File: config.mk
export PLATFORM = sky130hd
export DESIGN_NAME = multicycle_control
export DESIGN_NICKNAME = d
export VERILOG_FILES = /design/src/rtl/mc_pkg.sv /design/src/rtl/multicycle_control_out_decode.sv /design/src/rtl/multicycle_control.sv
export SDC_FILE = /design/constraint.sdc
export NUM_CORES = 1
export LEC_CHECK = 0
export CAP_MARGIN = 20
export CELL_PAD_IN_SITES_DETAIL_PLACEMENT = 0
export CELL_PAD_IN_SITES_GLOBAL_PLACEMENT = 1
export CORE_ASPECT_RATIO = 0.6
export CORE_MARGIN = 1
export CORE_UTILIZATION = 36
export CTS_CLUSTER_SIZE = 30
export DETAILED_ROUTE_END_ITERATION = 12
export HOLD_SLACK_MARGIN = 0.15
export PLACE_DENSITY_LB_ADDON = 0.1
export REMOVE_ABC_BUFFERS = 1
export SLEW_MARGIN = 20
export SYNTH_ARGS = -nofsm -noshare
export SYNTH_HDL_FRONTEND = slang
export SYNTH_SLANG_ARGS = --single-unit
export TNS_END_PERCENT = 20
File: constraint.sdc
create_clock -name clk -period 1.9 [get_ports clk]
set_input_delay 0.19 -clock clk [delete_from_list [all_inputs] [get_ports clk]]
set_output_delay 0.19 -clock clk [all_outputs]
set_load 0.01 [all_outputs]
File: src/rtl/mc_pkg.sv
`default_nettype none
// ============================================================================
// Module : mc_pkg
// Brief  : State encoding, opcodes and control-field codes for the multi-cycle control FSM.
// Rev    : 1.0  initial release
// ============================================================================
package mc_pkg;

    typedef enum logic [3:0] {
        S_FETCH   = 4'd0,
        S_DECODE  = 4'd1,
        S_MEMADR  = 4'd2,
        S_MEMRD   = 4'd3,
        S_MEMWB   = 4'd4,
        S_MEMWR   = 4'd5,
        S_EXEC    = 4'd6,
        S_RWB     = 4'd7,
        S_BRANCH  = 4'd8,
        S_JUMP    = 4'd9,
        S_ADDI_EX = 4'd10,
        S_ADDI_WB = 4'd11,
        S_ERROR   = 4'd12
    } state_t;

    localparam logic [5:0] OP_RTYPE = 6'b000000;
    localparam logic [5:0] OP_LW    = 6'b100011;
    localparam logic [5:0] OP_SW    = 6'b101011;
    localparam logic [5:0] OP_BEQ   = 6'b000100;
    localparam logic [5:0] OP_J     = 6'b000010;
    localparam logic [5:0] OP_ADDI  = 6'b001000;

    localparam logic [1:0] ALUOP_ADD   = 2'b00;
    localparam logic [1:0] ALUOP_SUB   = 2'b01;
    localparam logic [1:0] ALUOP_FUNCT = 2'b10;

    localparam logic [1:0] SRCB_REGB     = 2'b00;
    localparam logic [1:0] SRCB_FOUR     = 2'b01;
    localparam logic [1:0] SRCB_SEXT     = 2'b10;
    localparam logic [1:0] SRCB_SEXT_SH2 = 2'b11;

    localparam logic [1:0] PCSRC_ALU    = 2'b00;
    localparam logic [1:0] PCSRC_ALUOUT = 2'b01;
    localparam logic [1:0] PCSRC_JUMP   = 2'b10;

    typedef struct packed {
        logic       pc_write;
        logic       pc_write_cond;
        logic       i_or_d;
        logic       mem_read;
        logic       mem_write;
        logic       mem_to_reg;
        logic       ir_write;
        logic       alu_src_a;
        logic       reg_write;
        logic       reg_dst;
        logic [1:0] alu_src_b;
        logic [1:0] alu_op;
        logic [1:0] pc_source;
    } ctrl_t;

    // States that stall on the memory handshake and therefore feed the timeout counter.
    function automatic logic is_wait_state(input state_t s);
        return (s == S_FETCH) || (s == S_MEMRD) || (s == S_MEMWR);
    endfunction

    function automatic logic is_retire_state(input state_t s);
        return (s == S_MEMWB) || (s == S_MEMWR) || (s == S_RWB) ||
               (s == S_BRANCH) || (s == S_JUMP) || (s == S_ADDI_WB);
    endfunction

endpackage : mc_pkg
`default_nettype wire

File: src/rtl/multicycle_control_out_decode.sv
`default_nettype none
// ============================================================================
// Module : mc_out_decode
// Brief  : Combinational map from FSM state (and mem_ready in FETCH) to the datapath control vector.
// Rev    : 1.0  initial release
// ============================================================================
module mc_out_decode
    import mc_pkg::*;
(
    input  state_t state_i,
    input  logic   mem_ready_i,
    output ctrl_t  ctrl_o
);

    always_comb begin
        ctrl_o = '0;
        case (state_i)
            S_FETCH: begin
                // PC and IR only update once the instruction word has actually arrived.
                ctrl_o.mem_read  = 1'b1;
                ctrl_o.alu_src_b = SRCB_FOUR;
                ctrl_o.ir_write  = mem_ready_i;
                ctrl_o.pc_write  = mem_ready_i;
                ctrl_o.pc_source = PCSRC_ALU;
                ctrl_o.alu_op    = ALUOP_ADD;
            end
            S_DECODE: begin
                ctrl_o.alu_src_b = SRCB_SEXT_SH2;
            end
            S_MEMADR: begin
                ctrl_o.alu_src_a = 1'b1;
                ctrl_o.alu_src_b = SRCB_SEXT;
            end
            S_MEMRD: begin
                ctrl_o.mem_read = 1'b1;
                ctrl_o.i_or_d   = 1'b1;
            end
            S_MEMWB: begin
                ctrl_o.reg_write  = 1'b1;
                ctrl_o.mem_to_reg = 1'b1;
            end
            S_MEMWR: begin
                ctrl_o.mem_write = 1'b1;
                ctrl_o.i_or_d    = 1'b1;
            end
            S_EXEC: begin
                ctrl_o.alu_src_a = 1'b1;
                ctrl_o.alu_op    = ALUOP_FUNCT;
            end
            S_RWB: begin
                ctrl_o.reg_write = 1'b1;
                ctrl_o.reg_dst   = 1'b1;
            end
            S_BRANCH: begin
                ctrl_o.alu_src_a     = 1'b1;
                ctrl_o.alu_op        = ALUOP_SUB;
                ctrl_o.pc_write_cond = 1'b1;
                ctrl_o.pc_source     = PCSRC_ALUOUT;
            end
            S_JUMP: begin
                ctrl_o.pc_write  = 1'b1;
                ctrl_o.pc_source = PCSRC_JUMP;
            end
            S_ADDI_EX: begin
                ctrl_o.alu_src_a = 1'b1;
                ctrl_o.alu_src_b = SRCB_SEXT;
            end
            S_ADDI_WB: begin
                ctrl_o.reg_write = 1'b1;
            end
            default: ;
        endcase
    end

endmodule : mc_out_decode
`default_nettype wire

File: src/rtl/multicycle_control.sv
`default_nettype none
// ============================================================================
// Module : multicycle_control
// Brief  : Multi-cycle MIPS control FSM with memory-ready stalls, retire counter and error pulses.
// Rev    : 1.0  initial release
// ============================================================================
module multicycle_control
    import mc_pkg::*;
#(
    parameter int EN_ADDI  = 1,
    parameter int EN_JUMP  = 1,
    parameter int CNT_W    = 32,
    parameter int WAIT_MAX = 15
) (
    input  logic             clk,
    input  logic             rst,
    input  logic [5:0]       op_code,
    input  logic             mem_ready,
    output logic             PCWrite,
    output logic             PCWriteCond,
    output logic             IorD,
    output logic             MemRead,
    output logic             MemWrite,
    output logic             MemtoReg,
    output logic             IRWrite,
    output logic             ALUSrcA,
    output logic             RegWrite,
    output logic             RegDst,
    output logic [1:0]       ALUSrcB,
    output logic [1:0]       ALUOp,
    output logic [1:0]       PCSource,
    output logic             instr_done,
    output logic [CNT_W-1:0] instr_count,
    output logic             err_illegal,
    output logic             err_timeout,
    output logic [3:0]       state_dbg
);

    localparam int            WW         = (WAIT_MAX > 0) ? $clog2(WAIT_MAX + 1) : 1;
    localparam logic [WW-1:0] C_WAIT_LIM = WW'(WAIT_MAX);

    state_t           state_q,   state_d;
    logic [WW-1:0]    wait_q,    wait_d;
    logic [CNT_W-1:0] count_q,   count_d;
    logic             is_sw_q,   is_sw_d;
    logic             timeout_q, timeout_d;

    logic  w_wait_expired;
    logic  w_retire;
    ctrl_t w_ctrl;
    ctrl_t w_ctrl_out;

    assign w_wait_expired = (WAIT_MAX != 0) && (wait_q == C_WAIT_LIM);

    always_ff @(posedge clk) begin
        if (rst) begin
            state_q   <= S_FETCH;
            wait_q    <= '0;
            count_q   <= '0;
            is_sw_q   <= 1'b0;
            timeout_q <= 1'b0;
        end else begin
            state_q   <= state_d;
            wait_q    <= wait_d;
            count_q   <= count_d;
            is_sw_q   <= is_sw_d;
            timeout_q <= timeout_d;
        end
    end

    always_comb begin
        state_d   = state_q;
        is_sw_d   = is_sw_q;
        timeout_d = timeout_q;
        wait_d    = '0;
        case (state_q)
            S_FETCH:   if (mem_ready) state_d = S_DECODE;
            S_DECODE: begin
                is_sw_d   = (op_code == OP_SW);
                timeout_d = 1'b0;
                case (op_code)
                    OP_RTYPE:     state_d = S_EXEC;
                    OP_LW, OP_SW: state_d = S_MEMADR;
                    OP_BEQ:       state_d = S_BRANCH;
                    OP_J:         state_d = (EN_JUMP != 0) ? S_JUMP : S_ERROR;
                    OP_ADDI:      state_d = (EN_ADDI != 0) ? S_ADDI_EX : S_ERROR;
                    default:      state_d = S_ERROR;
                endcase
            end
            S_MEMADR:  state_d = is_sw_q ? S_MEMWR : S_MEMRD;
            S_MEMRD:   if (mem_ready) state_d = S_MEMWB;
            S_MEMWR:   if (mem_ready) state_d = S_FETCH;
            S_EXEC:    state_d = S_RWB;
            S_ADDI_EX: state_d = S_ADDI_WB;
            // Single-cycle terminal states, ERROR and the unused encodings all return to FETCH.
            default:   state_d = S_FETCH;
        endcase
        // A ready handshake in the same cycle as an expired count takes the normal path.
        if (is_wait_state(state_q) && !mem_ready) begin
            if (w_wait_expired) begin
                state_d   = S_ERROR;
                timeout_d = 1'b1;
            end else begin
                wait_d = wait_q + WW'(1);
            end
        end
    end

    assign w_retire = is_retire_state(state_q) && (state_d == S_FETCH);
    assign count_d  = w_retire ? count_q + CNT_W'(1) : count_q;

    mc_out_decode u_out_decode (
        .state_i     (state_q),
        .mem_ready_i (mem_ready),
        .ctrl_o      (w_ctrl)
    );

    always_comb begin
        w_ctrl_out  = rst ? '0 : w_ctrl;
        instr_done  = w_retire && !rst;
        err_illegal = (state_q == S_ERROR) && !timeout_q && !rst;
        err_timeout = (state_q == S_ERROR) &&  timeout_q && !rst;
    end

    assign PCWrite     = w_ctrl_out.pc_write;
    assign PCWriteCond = w_ctrl_out.pc_write_cond;
    assign IorD        = w_ctrl_out.i_or_d;
    assign MemRead     = w_ctrl_out.mem_read;
    assign MemWrite    = w_ctrl_out.mem_write;
    assign MemtoReg    = w_ctrl_out.mem_to_reg;
    assign IRWrite     = w_ctrl_out.ir_write;
    assign ALUSrcA     = w_ctrl_out.alu_src_a;
    assign RegWrite    = w_ctrl_out.reg_write;
    assign RegDst      = w_ctrl_out.reg_dst;
    assign ALUSrcB     = w_ctrl_out.alu_src_b;
    assign ALUOp       = w_ctrl_out.alu_op;
    assign PCSource    = w_ctrl_out.pc_source;
    assign instr_count = count_q;
    assign state_dbg   = state_q;

endmodule : multicycle_control
`default_nettype wire

# Word level (Yosys, flattened, before mapping)
# Index checks and enable logic that the tools add are counted.
# classes
n_addsub	2
n_eq_ne	18
muxes	25
n_bitwise	1
n_reduce_logical	27
# op_table
op	n
adder 32 x 1 -> 32 bit (second input constant)	1
one-hot mux 4 bit (7 select lines)	1
== test 4 bit (second input constant)	6
two-way mux 4 bit	5
one-hot mux 4 bit (5 select lines)	1
== test 4 x 3 -> 1 bit (second input constant)	4
two-way mux 16 bit	1
== test 6 bit (second input constant)	2
two-way mux 1 bit	12
== test 4 x 2 -> 1 bit (second input constant)	2
logical NOT 4 bit	2
one-hot mux 2 bit (2 select lines)	2
OR reduction 2 bit	4
logical AND 1 bit	7
logical OR 1 bit	7
== test 6 x 2 -> 1 bit (second input constant)	1
== test 6 x 3 -> 1 bit (second input constant)	1
== test 6 x 4 -> 1 bit (second input constant)	1
logical NOT 6 bit	1
one-hot mux 2 bit (3 select lines)	1
OR reduction 3 bit	2
adder 4 x 1 -> 4 bit (second input constant)	1
== test 4 x 1 -> 1 bit (second input constant)	1
OR reduction 4 bit	1
4 further kinds	6
# word_totals
regBits	42
in_bits	9
out_inout_bits	55
elab_cells	78

# Logic depth before layout (Yosys ltp)
# logic_depth
ltp_word	9
ltp_mapped	7
depth_no_buf	5

# Modules after synthesis
# A second synthesis with hierarchy kept.
# unflattened
hier_cells	323
area_unflattened_um2	2471.1
# modules_own_cells
module	instances	cells_per_inst	area_per_inst_um2
multicycle_control	1	291	2270.9
mc_out_decode	1	32	200.2

# Worst setup path before layout
# Ideal clock, no wire load.
# synth_path
path_type	flip-flop to flip-flop
startpoint	register count_q[4], in the netlist instr_count[4]
endpoint	register count_q[25], in the netlist instr_count[25]
setup_time_ns	0.121
arrival_ns	1.637
required_ns	1.779
setup_slack_ns	0.143
stages_incl_launch_ff	7
path_buffers	2
cell_sequence	dfxtp_1 > and4_1 > buf_4 > nand4_2 > buf_6 > nor4_1 > mux2_2
# synth_between
elab_chain_len	1
# synth_rtl
item	line	source
start: declaration	multicycle_control.sv:44	logic [CNT_W-1:0] count_q, count_d;
start signal: assignment	multicycle_control.sv:65	count_q <= count_d;
adder 32 x 1 -> 32 bit	multicycle_control.sv:110	assign count_d = w_retire ? count_q + CNT_W'(1) : count_q;
# No other way between the ends.
# A chain may end at the register's enable or synchronous reset.

# Worst setup path after layout
# layout_path
startpoint	register count_q[7], in the netlist instr_count[7]
endpoint	register count_q[14], in the netlist instr_count[14]
# Same word-level chain as after synthesis.

==> results.cfg <==
[clocking]
clock_latency_ns = 0.29
clockBufferDepth = 2
cts_tree = done
cts_max_level = 2
cts-root-buf = clkbuf_16
clkSinkCount = 42
clkTransAtPathRegs_ns = 0.06
cts_hold_buffers = 0
cts_buffers = 5

[routing]
drtIter0Drc = 173
wl_per_cell_um = 14.9
drtAntennaViolNets = 0
vias_per_cell = 5.41
drt-pass1-iter-count = 9
routed_wl_um = 7620
vias = 2764
drc = 5

[synth]
synth_top_area_cell = dfxtp_1
ys_ff_latch = 42
syn_inst = 329
ys.flop_type = dfxtp_1
ys_seq_area_share_pct = 32.1
synth_area_mm2 = 0.00262
yosys.area_share.xor_xnor_pct = 2.00
synth-async-reset-ratio_pct = 0
synth_mux_area_share_pct = 7.68
yosys_warnings = 0
syn_avg_cell_area_um2 = 7.97
ys_types = 50
synth_top_family_by_area = simple AND/OR/NAND/NOR gates
synth_edf_count = 0
synthAdderAreaFrac_pct = 0.954
synthSimpleGateAreaFrac_pct = 37.1
synthTopCellsByArea = dfxtp_1 (32%), mux2_2 (6.4%), nor2_1 (5.4%)
synth_top_area_share_pct = 32.1
synth-compound-area-share_pct = 13.7

[place]
io_buffers = 63
placedCellCount = 501
hpwl_um = 5610
gp_congestion = 0.793

[setup_path]
r2r-start = instr_count[7]
r2r-end = instr_count[14]
critPathArrivalTime_ns = 1.99
cp.required_ns = 2.08
end_kind = register
worstSetupPathType = register to register
worstPathMaxFanout = 6
r2r_setup_slack_ns = 0.09
r2r_cells = 5
startpoint_type = register

[pwr]
p_per_area_mw_per_mm2 = 577
p_leak_nw = 1.53
irDropWorstVdd_mv = 0.483

[sta]
finalSetupViolCount = 0
max_freq_mhz = 552
drv_slew = 0
finalCriticalPeriod_ns = 1.81
slew-limit-headroom_pct = 63.8
hold_viol = 0
rsz0062_at_grt = true
worst_pin_slew_ns = 0.540
finClkSkew_ns = 0.00279
fin_crit_sh_pct = 95.3
hold-worst-slack_ns = 0.394

[worst_hold_path]
holdPathEnd = instr_count[23]
holdPathStages = 3
hp-class = primary input to register
min_from = rst

[die]
start_util_pct = 38.3
die_w_um = 112
rows = 23
io_pins = 64
die_area_mm2 = 0.00764
core_mm2 = 0.00685
die_y_um = 68.1

[global_route]
overflow = 0
grt_pass1_vias = 2408
antenna_found_initial = 0
grt_max_degree = 35
grt_pass1_wl_um = 12500
track_usage_pct = 21.2

[finish]
layout_commonest_cell = buf_4
nets = 434
n_antenna_cell = 0
final_cell_mix = buf_4 (47), clkdlybuf4s50_1 (43), nor2_1 (38), dfxtp_1 (38), a21oi_1 (21)
finish.utilization_pct = 56.2
area_growth_pct = 46.7
finalNonFillerCells = 511
drive_above_1_share_pct = 22.2

[run]
max_cap_viol_count = 0

[outcome]
status = finished with violations
failed_checks = design-rule violations
-- registers in the layout, indices dropped and copies added (netlist names) --
register and cells:
timeout_q 1, state_dbg 4, instr_count 32, is_sw_q 1, wait_q 4
-- cell type report --
class	instances	area [um^2]
fillers	632	3000
multi-input cells	253	1670
repair buffers	113	1020
flip-flops and latches	42	848
clock buffers	5	125
well taps	87	109
clock inverters	3	45.0
inverters	8	30.0
-- stage by stage --
step	cell area [um^2]	setup WS, ns	TNS [ns]	power (mW)
after global placement	3600	-0.108	-1.51	1.25
final	3850	0.0886	0	2.22
after CTS	3800	-0.152	-0.152	2.24
after global routing	3850	-0.0406	-0.111	2.31
after detailed placement	3600	-0.169	-2.14	1.25
after floorplan	2480	-0.318	-6.50	1.06
-- cells in the mapped netlist, types with 6 or more instances --
| cell | n |
|---|---|
| buf_2 | 6 |
| and3_1 | 6 |
| mux2_2 | 15 |
| or4_1 | 11 |
| nor2b_1 | 19 |
| o21ai_0 | 7 |
| o31ai_1 | 10 |
| or3_1 | 6 |
| inv_1 | 8 |
| clkbuf_1 | 13 |
| nand4_1 | 8 |
| a21oi_1 | 21 |
| nand2_1 | 20 |
| nor4_1 | 18 |
| nand3_1 | 15 |
| dfxtp_1 | 42 |
| nor3_1 | 7 |
| nor2_1 | 38 |
-- cells by family (layout without fill, tap and decap cells) --
family,count (synthesis),after routing
AOI/OAI and AO/OA,54,54
and+or+nand+nor,173,173
muxes,18,18
DFF,42,42
xor gates and xnor gates,6,6
adders and majority gates,2,2
buffers and inverters,34,129
-- report_power, final --
group / internal [mW] / switching, mW
Clock: 0.620 / 0.367
Sequential: 0.891 / 0.0121
Combinational: 0.156 / 0.175
Total: 1.67 / 0.555
-- routing by layer --
layer	global-route usage [%]	wire length [um]
met5	0	0
met2	27.6	2890
met4	5.50	71
met3	4.69	480
met1	33.4	4180
-- critical path, stage by stage (launching register included) --
cell and delay, ns:
dfxtp_1 0.37, and4_1 0.32, buf_4 0.18, nand4_1 0.17, nor4_1 0.29, mux2_2 0.37
-- how the worst max path moves through the flow --
stage / from / endpoint / cells past startpoint
floorplan: state_dbg[1] / instr_count[14] / 4
global placement: mem_ready / instr_count[30] / 6
detailed placement: mem_ready / instr_count[30] / 6
CTS: state_dbg[2] / PCWrite / 5
global route: state_dbg[2] / instr_count[20] / 6
finish: instr_count[7] / instr_count[14] / 5
-- what timing repair did --
action / CTS / global route
endpoints found under the setup margin: 32 / 21
gates resized for setup: 24 / 12
pin swaps: 1 / 0
setup buffers: 2 / 0
gates cloned: 0 / 0
(Power assumes the default switching activity.)
